File: src/rtl/ifetch_bridge.sv
// Instruction-fetch bridge between the fetch stage and a 64-bit AXI-style read port.
// Holds one fetched 64-bit word so the sibling 32-bit instruction can be served without a bus read.
module ifetch_bridge #(
  parameter bit          BUF_EN    = 1'b1,
  parameter logic [31:0] NOP_INSTR = 32'h0000_0013
) (
  input  logic        clk,
  input  logic        rstn,
  input  logic [63:0] pc_i,
  input  logic        jump_en_i,
  input  logic        hazard_stop_i,
  input  logic        fence_i_i,
  output logic [31:0] instr_o,
  output logic        instr_valid_o,
  output logic        ifetch_en_o,
  output logic        instr_err_o,
  output logic        arvalid_o,
  input  logic        arready_i,
  output logic [63:0] araddr_o,
  input  logic        rvalid_i,
  output logic        rready_o,
  input  logic [63:0] rdata_i,
  input  logic [1:0]  rresp_i
);

  typedef enum logic [2:0] {
    StIdle,
    StAddr,
    StData,
    StDrain,
    StResp
  } state_e;

  state_e state_q, state_d;

  logic [63:0] araddr_q, araddr_d;
  logic        half_q, half_d;
  logic        jump_seen_q, jump_seen_d;
  logic [31:0] instr_q, instr_d;
  logic        err_q, err_d;
  logic        buf_valid_q, buf_valid_d;
  logic [60:0] buf_tag_q, buf_tag_d;
  logic [63:0] buf_data_q, buf_data_d;

  logic buf_hit;
  logic beat_ok;
  logic unused_pc;

  assign unused_pc = ^pc_i[1:0];

  // A coincident fence_i must not be bypassed by a hit on the stale word.
  assign buf_hit = BUF_EN && buf_valid_q && !fence_i_i && (buf_tag_q == pc_i[63:3]);
  assign beat_ok = rvalid_i && (rresp_i == 2'b00);

  // State register
  always_ff @(posedge clk) begin
    if (!rstn) begin
      state_q <= StIdle;
    end else begin
      state_q <= state_d;
    end
  end

  // Next-state logic
  always_comb begin
    state_d = state_q;
    unique case (state_q)
      StIdle: begin
        if (!jump_en_i) begin
          state_d = buf_hit ? StResp : StAddr;
        end
      end
      StAddr: begin
        // arvalid stays up until the handshake even when redirected; the beat is drained later.
        if (arready_i) begin
          state_d = (jump_seen_q || jump_en_i) ? StDrain : StData;
        end
      end
      StData: begin
        if (jump_en_i) begin
          state_d = rvalid_i ? StIdle : StDrain;
        end else if (rvalid_i) begin
          state_d = StResp;
        end
      end
      StDrain: begin
        if (rvalid_i) begin
          state_d = StIdle;
        end
      end
      StResp: begin
        if (jump_en_i || !hazard_stop_i) begin
          state_d = StIdle;
        end
      end
      default: state_d = StIdle;
    endcase
  end

  // Outputs decoded from state and registered data
  always_comb begin
    arvalid_o     = (state_q == StAddr);
    rready_o      = (state_q == StData) || (state_q == StDrain);
    instr_valid_o = (state_q == StResp);
    ifetch_en_o   = instr_valid_o && !hazard_stop_i;
    instr_o       = instr_q;
    instr_err_o   = err_q;
    araddr_o      = araddr_q;
  end

  // Datapath next-state
  always_comb begin
    araddr_d    = araddr_q;
    half_d      = half_q;
    jump_seen_d = jump_seen_q;
    instr_d     = instr_q;
    err_d       = err_q;
    buf_valid_d = buf_valid_q;
    buf_tag_d   = buf_tag_q;
    buf_data_d  = buf_data_q;

    case (state_q)
      StIdle: begin
        if (!jump_en_i) begin
          if (buf_hit) begin
            instr_d = pc_i[2] ? buf_data_q[63:32] : buf_data_q[31:0];
            err_d   = 1'b0;
          end else begin
            araddr_d    = {pc_i[63:3], 3'b000};
            half_d      = pc_i[2];
            jump_seen_d = 1'b0;
          end
        end
      end
      StAddr: begin
        if (jump_en_i) begin
          jump_seen_d = 1'b1;
        end
      end
      StData: begin
        if (!jump_en_i && rvalid_i) begin
          if (beat_ok) begin
            instr_d = half_q ? rdata_i[63:32] : rdata_i[31:0];
            err_d   = 1'b0;
            if (BUF_EN) begin
              buf_valid_d = 1'b1;
              buf_tag_d   = araddr_q[63:3];
              buf_data_d  = rdata_i;
            end
          end else begin
            instr_d     = NOP_INSTR;
            err_d       = 1'b1;
            buf_valid_d = 1'b0;
          end
        end
      end
      default: ;
    endcase

    // Invalidate takes priority over a fill in the same cycle.
    if (fence_i_i) begin
      buf_valid_d = 1'b0;
    end
  end

  // Datapath registers
  always_ff @(posedge clk) begin
    if (!rstn) begin
      araddr_q    <= 64'd0;
      half_q      <= 1'b0;
      jump_seen_q <= 1'b0;
      instr_q     <= 32'd0;
      err_q       <= 1'b0;
      buf_valid_q <= 1'b0;
      buf_tag_q   <= 61'd0;
      buf_data_q  <= 64'd0;
    end else begin
      araddr_q    <= araddr_d;
      half_q      <= half_d;
      jump_seen_q <= jump_seen_d;
      instr_q     <= instr_d;
      err_q       <= err_d;
      buf_valid_q <= buf_valid_d;
      buf_tag_q   <= buf_tag_d;
      buf_data_q  <= buf_data_d;
    end
  end

endmodule
File: config.mk
export PLATFORM = sky130hd
export DESIGN_NAME = ifetch_bridge
export DESIGN_NICKNAME = d
export VERILOG_FILES = /design/src/rtl/ifetch_bridge.sv
export SDC_FILE = /design/constraint.sdc
export NUM_CORES = 1
export LEC_CHECK = 0
export ABC_AREA = 1
export CAP_MARGIN = 20
export CORE_MARGIN = 3
export CORE_UTILIZATION = 54
export CTS_CLUSTER_DIAMETER = 40
export DETAILED_ROUTE_END_ITERATION = 10
export PLACE_DENSITY = 0.84
export RECOVER_POWER = 25
export SKIP_CTS_REPAIR_TIMING = 1
export SLEW_MARGIN = 20
export SYNTH_ARGS = -nofsm -noshare
export SYNTH_HDL_FRONTEND = slang
export SYNTH_SLANG_ARGS = --single-unit
File: constraint.sdc
create_clock -name clk -period 2.45 [get_ports clk]
set_input_delay 0.49 -clock clk [delete_from_list [all_inputs] [get_ports clk]]
set_output_delay 0.49 -clock clk [all_outputs]
set_load 0.02 [all_outputs]
==> reports/qor.txt <==
CLOCK NETWORK
-------------------------------------------------------------------------------
Clock insertion delay at the later pin of the skew report                500 ps
Clock tree from TritonCTS                                                   yes
Deepest level of the CTS H-tree                                               2
Number of buffers on the longest clock path                                   3
Clock-pin transition on the worst setup and hold timing paths             50 ps
Number of clock sinks seen by CTS                                           225
Root buf cell                                                      sky130_fd_sc_hd__clkbuf_16
Number of buffers created by CTS                                             35

YOSYS
-------------------------------------------------------------------------------
Register area share after synthesis                                       43.5%
Count of unique library cells instantiated by Yosys                          31
Number of synthesized register bits                                         225
Number of instances in the synthesized netlist                            1,518
Warning count from the yosys run                                              0
Cell Area, Synth                                                     10,400 µm²
Syn avg cell area                                                      6.83 µm²

STATUS
-------------------------------------------------------------------------------
Outcome                                                               completed

POWER
-------------------------------------------------------------------------------
Leakage power of the design                                             6.08 nW
Power density over cell area                                        1020 nW/µm²
IR drop worst, VDD                                                   0.000722 V

FLOW RUN
-------------------------------------------------------------------------------
MaxCap Viol Count                                                             0

FLOORPLANNING
-------------------------------------------------------------------------------
Ports                                                                       238
Die extent in y                                                          145 µm
Total Die Area                                                       20,900 µm²
Chip width                                                               145 µm
Effective utilization at floorplan                                        55.2%
Row Count                                                                    50
Core ar.                                                             18,800 µm²

STA
-------------------------------------------------------------------------------
Worst clock skew on the final layout                                    16.4 ps
Slew margin rel.                                                          64.9%
Final setup vio count                                                         0
Highest achievable clock rate                                         0.419 GHz
Final hold slack                                                         433 ps
Minimum period implied by the final worst setup slack                   2380 ps
Unrepaired setup endpoints after global routing                              no
Number of endpoints with negative hold slack in the final report              0
Number of max-slew violations in the final report                             0
Worst Max-Slew Pin Slew                                                  527 ps
Share of the clock period used by the worst path                          97.3%

DRT
-------------------------------------------------------------------------------
DRC viols                                                                     0
Number of iterations in the first detailed-routing pass                       5
Number of nets with antenna violations after routing                          0
WL final                                                                29.4 mm
Starting DRT DRC Count                                                      683
Detailed-route vias per instance                                           5.35
Vias after detailed routing                                              10,600
Routed wire length per instance                                         14.9 µm

LAYOUT
-------------------------------------------------------------------------------
Design area                                                          14,100 µm²
Layout cells sized above 1                                                6.30%
NumNets Final                                                             1,857
Layout-stage area growth over the synthesis result                        36.3%
Antenna diode count                                                           0

CRITICAL PATH
-------------------------------------------------------------------------------
Internal reg-to-reg setup slack                                          370 ps
WS Path Type                                                       flip-flop to output port
Critical path required time                                             1960 ps
Max Fanout on Critical Path                                                   5
Arrival time of the worst setup path                                    1890 ps
Critical path launch point type                                       flip-flop
Critical Path Sink Type                                             output port

GLOBAL ROUTE
-------------------------------------------------------------------------------
Initial antenna violation count                                               2
Largest net degree at the start of global routing                            82
All-Layer GR Usage                                                        27.2%
Gr ovfl total                                                                 0
Global-route wire length before repair                                  46.8 mm
Via count of the first global-routing pass                               10,100

PLACEMENT
-------------------------------------------------------------------------------
Placed wire-length estimate after detailed placement                    19.3 mm
Port Buf Inserts                                                            232
Global placement routability congestion                                   0.903
Cell area after placement                                            12,800 µm²

WORST HOLD PATH
-------------------------------------------------------------------------------
Worst hold path type                                               primary input to flip-flop

-- report_power, final --
part | total, mW | switching [mW] | internal (mW) | leakage, nW
registers | 4.57 | 0.378 | 4.20 | 1.83
logic | 4.39 | 2.49 | 1.90 | 3.62
clock network | 5.41 | 1.81 | 3.60 | 0.632
-- synth_stat cells (all sizes together) --
master,count,area [µm²]
a211oi,1,7.51
a21oi,147,736
a22oi,28,210
a32oi,1,8.76
buf,56,404
clkbuf,44,168
conb,1,3.75
dfxtp,225,4500
inv,172,646
nand2,267,1020
nand3,39,208
nor2,266,1010
nor3,7,35.0
nor4,1,6.26
o21a,25,188
o21ai,235,1180
xnor2,2,17.5
xor2,1,8.76
-- final cells by class --
class | instances | area (µm²)
multi-input cells | 1023 | 4650
flip-flops and latches | 225 | 4510
clock buffers | 41 | 971
inverters | 172 | 648
clock inverters | 22 | 320
fillers | 1402 | 4650
well taps | 234 | 293
repair buffers | 263 | 2730
-- kinds of logic after synthesis --
family / synth area share (%)
simple gates: 22.0
compound gates: 22.5
buf+inv: 11.7
flops: 43.5
xor+xnor: 0.254
other cells: 0.0362
-- stage by stage --
stage | instances | utilization [%] | setup TNS, ps | power [mW] | setup slack, ps
5_1_grt | 1980 | 75.2 | 0 | 15.0 | 4.48
3_5_place_dp | 1917 | 68.4 | -7630 | 9.02 | -112
4_1_cts | 1980 | 75.3 | -135 | 14.5 | -135
3_3_place_gp | 1917 | 68.4 | -5620 | 8.93 | -89.9
2_1_floorplan | 1520 | - | 0 | 7.19 | 776
6_report | 1980 | 75.2 | 0 | 14.4 | 65.2
-- metal layers --
metal,GRT usage (%),vias up,routed length (µm)
li1,-,5262,-
met1,33.0,4841,11900
met2,45.9,408,14000
met3,6.78,81,2380
met4,11.5,4,1070
met5,0,-,27
-- critical path, cell delays in order (launching register included) --
cell,delay (ps)
sky130_fd_sc_hd__dfxtp_1,400
sky130_fd_sc_hd__inv_2,100
sky130_fd_sc_hd__nor3_1,220
sky130_fd_sc_hd__clkdlybuf4s50_1,680
-- registers in the layout, summed over array words and instances, names as in the netlist --
name         flops
araddr_o        61
buf_data_q      64
buf_tag_q       61
buf_valid_q      1
half_q           1
instr_err_o      1
instr_o         32
jump_seen_q      1
state_q          3
-- placed cells by master, fill, tap and decap left out, types with 2 or more instances in the layout --
cell type	Yosys	layout
sky130_fd_sc_hd__nor2_1	264	264
sky130_fd_sc_hd__nand2_1	263	263
sky130_fd_sc_hd__dfxtp_1	225	224
sky130_fd_sc_hd__clkdlybuf4s50_1	0	218
sky130_fd_sc_hd__o21ai_0	178	211
sky130_fd_sc_hd__inv_1	166	166
sky130_fd_sc_hd__a21oi_1	147	147
sky130_fd_sc_hd__nand3_1	38	38
sky130_fd_sc_hd__clkbuf_16	0	37
sky130_fd_sc_hd__a22oi_1	28	28
sky130_fd_sc_hd__o21a_1	25	25
sky130_fd_sc_hd__o21ai_1	56	23
sky130_fd_sc_hd__buf_12	0	14
sky130_fd_sc_hd__buf_4	8	13
sky130_fd_sc_hd__dlygate4sd3_1	0	9
sky130_fd_sc_hd__bufinv_16	0	7
sky130_fd_sc_hd__nor3_1	7	6
sky130_fd_sc_hd__inv_2	6	5
sky130_fd_sc_hd__clkinv_2	0	5
sky130_fd_sc_hd__clkinv_4	0	5
sky130_fd_sc_hd__conb_1	1	3
sky130_fd_sc_hd__clkbuf_8	0	3
sky130_fd_sc_hd__inv_6	0	3
sky130_fd_sc_hd__dlymetal6s2s_1	0	3
sky130_fd_sc_hd__nor2_2	1	2
sky130_fd_sc_hd__nand2_2	2	2
sky130_fd_sc_hd__xnor2_1	2	2
sky130_fd_sc_hd__nand2_4	2	2
sky130_fd_sc_hd__clkinvlp_4	0	2
sky130_fd_sc_hd__clkbuf_1	42	2
sky130_fd_sc_hd__clkbuf_2	2	2
-- worst paths after layout --
path,end,cells after the start,start
hold / removal,instr_o[3]$_SDFFE_PN0P_,3,rstn
setup / recovery,instr_valid_o,3,state_q[2]$_SDFFE_PN0P_
hold reg to reg,buf_data_q[50]$_SDFFE_PN0P_,2,buf_data_q[50]$_SDFFE_PN0P_
setup reg to reg,buf_tag_q[7]$_SDFFE_PN0P_,8,state_q[1]$_SDFFE_PN0P_
(Power assumes the default switching activity.)
